File: src/rtl/paint_pkg.sv
// Shared definitions for the paint command sequencer.
// Holds the FSM state encoding, the command opcodes, the default
// screen geometry and a small opcode-classification helper.
package paint_pkg;

   localparam int SCR_W_DEF = 640;
   localparam int SCR_H_DEF = 480;

   typedef enum logic [2:0] {
      ST_IDLE  = 3'd0,
      ST_FETCH = 3'd1,
      ST_LATCH = 3'd2,
      ST_EXEC  = 3'd3,
      ST_DRAW  = 3'd4
   } state_t;

   localparam logic [3:0] OP_NOP      = 4'h0;
   localparam logic [3:0] OP_SETCOLOR = 4'h1;
   localparam logic [3:0] OP_MOVE     = 4'h2;
   localparam logic [3:0] OP_PIXEL    = 4'h3;
   localparam logic [3:0] OP_HLINE    = 4'h4;
   localparam logic [3:0] OP_RECT     = 4'h5;

   function automatic logic is_draw_op(input logic [3:0] op);
      return (op == OP_PIXEL) || (op == OP_HLINE) || (op == OP_RECT);
   endfunction

endpackage

File: src/rtl/paint_walker.sv
// Row-major pixel walker with screen clipping.
// Ports:
//   clk, reset        - clock, synchronous active-high reset
//   start             - load origin/size and begin walking (width, height > 0)
//   x0, y0            - origin of the area to walk
//   width, height     - area size in pixels
//   px_ready          - downstream accepts the presented pixel
//   px_valid          - a visible pixel is presented
//   px_x, px_y        - coordinates of the presented pixel
//   done              - one-cycle pulse as the last pixel is transferred or clipped
module paint_walker
   import paint_pkg::*;
#(
   parameter int SCR_W = SCR_W_DEF,
   parameter int SCR_H = SCR_H_DEF
) (
   input  logic       clk,
   input  logic       reset,
   input  logic       start,
   input  logic [9:0] x0,
   input  logic [8:0] y0,
   input  logic [9:0] width,
   input  logic [8:0] height,
   input  logic       px_ready,
   output logic       px_valid,
   output logic [9:0] px_x,
   output logic [8:0] px_y,
   output logic       done
);

   logic       active_reg;
   logic [9:0] x0_reg;
   logic [9:0] w_reg;
   logic [9:0] col_reg;
   logic [8:0] y0_reg;
   logic [8:0] h_reg;
   logic [8:0] row_reg;

   logic [10:0] x_full;
   logic [9:0]  y_full;
   logic        clipped;
   logic        advance;
   logic        last_col;
   logic        last_row;

   // One extra bit on each axis so a pixel past the right/bottom edge is
   // seen as out of range instead of wrapping back onto the screen.
   assign x_full   = {1'b0, x0_reg} + {1'b0, col_reg};
   assign y_full   = {1'b0, y0_reg} + {1'b0, row_reg};
   assign clipped  = (x_full >= 11'(SCR_W)) || (y_full >= 10'(SCR_H));

   // Outputs come straight from registers, so they hold while stalled.
   assign px_valid = active_reg && !clipped;
   assign px_x     = x_full[9:0];
   assign px_y     = y_full[8:0];

   // A clipped pixel consumes its cycle without waiting for px_ready.
   assign advance  = active_reg && (clipped || px_ready);
   assign last_col = (col_reg == w_reg - 10'd1);
   assign last_row = (row_reg == h_reg - 9'd1);
   assign done     = advance && last_col && last_row;

   always_ff @(posedge clk) begin
      if (reset) begin
         active_reg <= 1'b0;
         x0_reg     <= '0;
         y0_reg     <= '0;
         w_reg      <= '0;
         h_reg      <= '0;
         col_reg    <= '0;
         row_reg    <= '0;
      end else if (start) begin
         active_reg <= 1'b1;
         x0_reg     <= x0;
         y0_reg     <= y0;
         w_reg      <= width;
         h_reg      <= height;
         col_reg    <= '0;
         row_reg    <= '0;
      end else if (advance) begin
         if (last_col) begin
            col_reg <= '0;
            if (last_row) begin
               active_reg <= 1'b0;
            end else begin
               row_reg <= row_reg + 9'd1;
            end
         end else begin
            col_reg <= col_reg + 10'd1;
         end
      end
   end

endmodule

File: src/rtl/paint_cmd_sequencer.sv
// Paint command sequencer: fetches 32-bit commands from a queue, keeps
// the pen state (color, cursor) and streams clipped pixels out through a
// valid/ready handshake.
// Ports:
//   clk, reset                  - clock, synchronous active-high reset
//   q_empty, q_re, q_data       - command queue (data valid the cycle after q_re)
//   halt                        - blocks new fetches; current command completes
//   px_valid, px_ready          - pixel write handshake
//   px_x, px_y, px_color        - pixel payload
//   busy                        - high whenever not idle
//   err                         - sticky illegal-opcode flag
//   cmd_count                   - retired command counter (wraps)
module paint_cmd_sequencer
   import paint_pkg::*;
#(
   parameter int SCR_W = SCR_W_DEF,
   parameter int SCR_H = SCR_H_DEF
) (
   input  logic        clk,
   input  logic        reset,
   input  logic        q_empty,
   output logic        q_re,
   input  logic [31:0] q_data,
   input  logic        halt,
   output logic        px_valid,
   input  logic        px_ready,
   output logic [9:0]  px_x,
   output logic [8:0]  px_y,
   output logic [7:0]  px_color,
   output logic        busy,
   output logic        err,
   output logic [15:0] cmd_count
);

   state_t state_reg;
   state_t state_next;

   logic [31:0] cmd_reg;
   logic [7:0]  color_reg;
   logic [9:0]  cx_reg;
   logic [8:0]  cy_reg;
   logic        err_reg;
   logic [15:0] count_reg;

   logic [3:0] opcode;
   logic [9:0] cmd_width;
   logic [8:0] cmd_height;
   logic       draw_op;
   logic       empty_draw;
   logic       walk_start;
   logic       walk_done;
   logic       retire;
   logic       unused_cmd_bits;

   assign opcode  = cmd_reg[31:28];
   assign draw_op = is_draw_op(opcode);
   assign unused_cmd_bits = ^{cmd_reg[27:26], cmd_reg[15:10]};

   always_comb begin
      cmd_width  = cmd_reg[9:0];
      cmd_height = 9'd1;
      if (opcode == OP_PIXEL) cmd_width = 10'd1;
      if (opcode == OP_RECT)  cmd_height = cmd_reg[24:16];
   end

   assign empty_draw = (cmd_width == 10'd0) || (cmd_height == 9'd0);

   always_ff @(posedge clk) begin
      if (reset) state_reg <= ST_IDLE;
      else       state_reg <= state_next;
   end

   always_comb begin
      state_next = state_reg;
      q_re       = 1'b0;
      walk_start = 1'b0;
      retire     = 1'b0;
      case (state_reg)
         ST_IDLE:  if (!q_empty && !halt) state_next = ST_FETCH;
         ST_FETCH: begin
            q_re       = 1'b1;
            state_next = ST_LATCH;
         end
         ST_LATCH: state_next = ST_EXEC;
         ST_EXEC: begin
            if (draw_op && !empty_draw) begin
               walk_start = 1'b1;
               state_next = ST_DRAW;
            end else begin
               retire     = 1'b1;
               state_next = ST_IDLE;
            end
         end
         ST_DRAW: begin
            if (walk_done) begin
               retire     = 1'b1;
               state_next = ST_IDLE;
            end
         end
         default: state_next = ST_IDLE;
      endcase
   end

   always_ff @(posedge clk) begin
      if (reset) begin
         cmd_reg   <= '0;
         color_reg <= '0;
         cx_reg    <= '0;
         cy_reg    <= '0;
         err_reg   <= 1'b0;
         count_reg <= '0;
      end else begin
         if (state_reg == ST_LATCH) cmd_reg <= q_data;
         if (state_reg == ST_EXEC) begin
            case (opcode)
               OP_NOP, OP_PIXEL, OP_HLINE, OP_RECT: ;
               OP_SETCOLOR: color_reg <= cmd_reg[7:0];
               OP_MOVE: begin
                  cx_reg <= cmd_reg[25:16];
                  cy_reg <= cmd_reg[8:0];
               end
               default: err_reg <= 1'b1;
            endcase
         end
         // Lines and single pixels advance the cursor past what was drawn;
         // rectangles leave it at their origin. Wraps at 1024.
         if (state_reg == ST_DRAW && walk_done && opcode != OP_RECT)
            cx_reg <= cx_reg + cmd_width;
         if (retire) count_reg <= count_reg + 16'd1;
      end
   end

   paint_walker #(
      .SCR_W(SCR_W),
      .SCR_H(SCR_H)
   ) u_walker (
      .clk      (clk),
      .reset    (reset),
      .start    (walk_start),
      .x0       (cx_reg),
      .y0       (cy_reg),
      .width    (cmd_width),
      .height   (cmd_height),
      .px_ready (px_ready),
      .px_valid (px_valid),
      .px_x     (px_x),
      .px_y     (px_y),
      .done     (walk_done)
   );

   assign px_color  = color_reg;
   assign busy      = (state_reg != ST_IDLE);
   assign err       = err_reg;
   assign cmd_count = count_reg;

endmodule

File: config.mk
export PLATFORM = sky130hd
export DESIGN_NAME = paint_cmd_sequencer
export DESIGN_NICKNAME = d
export VERILOG_FILES = /design/src/rtl/paint_pkg.sv /design/src/rtl/paint_walker.sv /design/src/rtl/paint_cmd_sequencer.sv
export SDC_FILE = /design/constraint.sdc
export NUM_CORES = 1
export LEC_CHECK = 0
export CAP_MARGIN = 20
export CORE_UTILIZATION = 61
export CTS_CLUSTER_SIZE = 14
export DETAILED_ROUTE_END_ITERATION = 16
export GPL_ROUTABILITY_DRIVEN = 0
export PLACE_DENSITY = 0.95
export SLEW_MARGIN = 5
export SYNTH_ARGS = -nofsm -noshare
export SYNTH_HDL_FRONTEND = slang
export SYNTH_SLANG_ARGS = --single-unit
File: constraint.sdc
create_clock -name clk -period 8.1 [get_ports clk]
set_input_delay 2.43 -clock clk [delete_from_list [all_inputs] [get_ports clk]]
set_output_delay 2.43 -clock clk [all_outputs]
set_load 0.1 [all_outputs]
==> results.md <==
* Status: finished, final reports clean
* Initial antenna violation count at 0
* Post-synthesis compound-gate area fraction at 19.3%
* Setup_tns at 0 ns
* Leakage power at 0.00316 uW
* DRT Pass-1 Iters at 6
* Main synth FF type: dfxtp_1
* Pre-CTS setup slack at 2.17 ns
* Final slew viol count at 0
* Setup Fix Bufs, Post-CTS at 0
* Average via count per standard cell at 6.04
* Clock Tree Buf Depth at 2
* Net count after synthesis at 954
* Post-Syn Area at 0.00711 sq mm
* Fin crit share at 78.6%
* Number of routed nets with antenna violations at 0
* CP Data Required Time at 5.67 ns
* Tightest Pin Transition at 0.989 ns
* Simple-Gate Fraction of Synth Area at 24.7%
* Number of flops mapped to enable cells by yosys at 0
* CTS hold repair buffers at 0
* Achievable Freq at 157 MHz
* Iter 0 DRT Violations at 653
* Fin Hold WS at 0.457 ns
* Nets@finish at 1011
* Max Cap Viol at 0
* Relative max-transition margin at 33.9%
* Share of the synthesized area in the top cell type at 36.3%
* Via Count at 6607
* Fin crit period at 6.36 ns
* Fill cells at 804
* Register bit total from synthesis at 129
* H-Tree Depth at 4
* CP Launch Type: flip-flop
* Root Driver: clkbuf_16
* Final Instance Area at 0.00845 sq mm
* DRT Wirelength at 18100 um
* Setup Viol. Count Final at 0
* Async set-reset flop share out of synthesis at 0%
* Chip width at 110 um
* Clock slew at reported path FFs at 0.05 ns
* # clock sinks at 129
* Most frequent cell after synthesis: nand2_1
* Main combinational cell family by area after synthesis: simple AND/OR/NAND/NOR gates
* Latest clock arrival within the worst-skew pair at 0.42 ns
* CTS tree: yes
* Largest net degree at the start of global routing at 59
* DIE AREA at 0.0121 sq mm
* ANT cells at 0
* Synthesis Warnings at 0
* Max reg flops at 24
* Worst Path Max Fanout at 6
* HP Class: reg2reg
* Row count at 39
* Sequential fraction of the synthesis area at 36.3%
* Die height at 110 um
* CTS Buf Count at 17
* Detail Placement HPWL at 12000 um
* First-pass GRT wire length at 29100 um
* Post-synthesis adder-cell area fraction at 6.65%
* Synth unique cells at 75
* Crit Path Class: reg2out
* Maximum vdd drop at 0.124 mV
* Vias in the first global route at 6121
* Post-synth top cells: nand2_1 (173), dfxtp_1 (129), a21oi_1 (105), nor2_1 (53)
* Syn-to-layout area delta at 18.9%
* Avg Cell Area, Syn at 8.07 sq um
* Util after Layout at 74.4%
* Pwr dens at 170 mW/mm^2
* RSZ-0062 raised after global routing: false
* Global-route usage over all layers at 31.1%
* Mux contribution to synthesized area at 2.31%
* Placed Area at 0.00790 sq mm
* Final Hold Fails at 0
* Synth area leaders: dfxtp_1 (36%), nand2_1 (9.1%), a21oi_1 (7.4%)
* Final WS setup at 1.74 ns
* DRC at 0
* Worst-case clock skew at 0.00913 ns
* Synth Instances at 881
* CP arrival at 3.93 ns
* XOR/XNOR Fraction of Synth Area at 7.15%
* Total core area at 0.0114 sq mm
* Initial core utilization at 62.5%
* Leading area contributor after synthesis: dfxtp_1
* Remaining Overflow, GRT at 0
* Port bufs at 75
* Sequential Area at 0.00258 sq mm
* I/O pins at 84
* Fraction of layout cells with a size suffix above 1 at 6.53%
* Post-CTS sizing at 0
* Worst setup EP type: output pin
* Multi-input gate area at 0.00428 sq mm
* Drt wl/cell at 16.6 um
==> layout by cell type, fill, tap and decap left out, types with 15 or more instances in the layout <==
| cell type | n |
|---|---|
| nand2_1 | 173 |
| dfxtp_1 | 129 |
| a21oi_1 | 105 |
| clkdlybuf4s50_1 | 74 |
| nor2_1 | 53 |
| nand3_1 | 33 |
| ha_1 | 33 |
| xnor2_1 | 32 |
| xor2_1 | 26 |
| o21ai_0 | 25 |
| inv_1 | 23 |
| nor3_1 | 18 |
| clkbuf_16 | 17 |
| or3_1 | 15 |
==> final timing paths <==
kind                  startpoint   endpoint  slack (ns)  depth (start not counted)
min reg2reg            cy_reg[8]  cy_reg[8]        0.46                          2
max reg2reg  u_walker.row_reg[0]  cx_reg[6]        4.05                         11
max          u_walker.col_reg[0]   px_valid        1.74                          9
min                    cy_reg[8]  cy_reg[8]        0.46                          2
==> critical path: stages (launching register included) <==
cell and delay, ns:
dfxtp_1 0.38, ha_1 0.29, fa_1 0.42, a21oi_1 0.23
o211a_1 0.20, o21ba_1 0.18, a31oi_1 0.17, o311a_2 0.41
nor2_1 0.11, clkdlybuf4s50_1 1.13
==> report_power, final <==
group	internal [uW]	leakage, uW	total (uW)	switching, uW
logic	25.9	0.00185	65.1	39.1
clock network	445	0.000269	717	272
registers	641	0.00104	652	11.0
total	1110	0.00316	1430	322
==> cells by family (layout without fill, tap and decap cells) <==
group           count (synthesis)  after routing
compound gates                208            208
mux                            16             16
simple gates                  371            371
xor+xnor                       58             58
flops                         129            129
buf+inv                        63            132
fa+ha+maj                      36             36
==> area by class of cell <==
cell class / instances / area share [%]
clock buffers: 23 / 5.65
inverters: 23 / 1.02
well taps: 143 / 2.12
multi-input cells: 689 / 50.6
flip-flops and latches: 129 / 30.5
repair buffers: 78 / 9.12
clock inverters: 8 / 0.962
==> metal layers <==
layer | GRT usage [%] | vias to the layer above | part of all wire (%)
met5 | 0 | - | 0
met4 | 12.3 | 0 | 2.6
met3 | 6.88 | 44 | 7.3
met2 | 51.0 | 315 | 48
met1 | 39.7 | 3036 | 42
li1 | - | 3212 | -
==> stage by stage <==
stage                     power, uW  instances
after global placement          727       1062
final                          1430       1093
after detailed placement        729       1062
after floorplan                 702        881
after global routing           1470       1093
after CTS                      1440       1093
(Power assumes the default switching activity.)
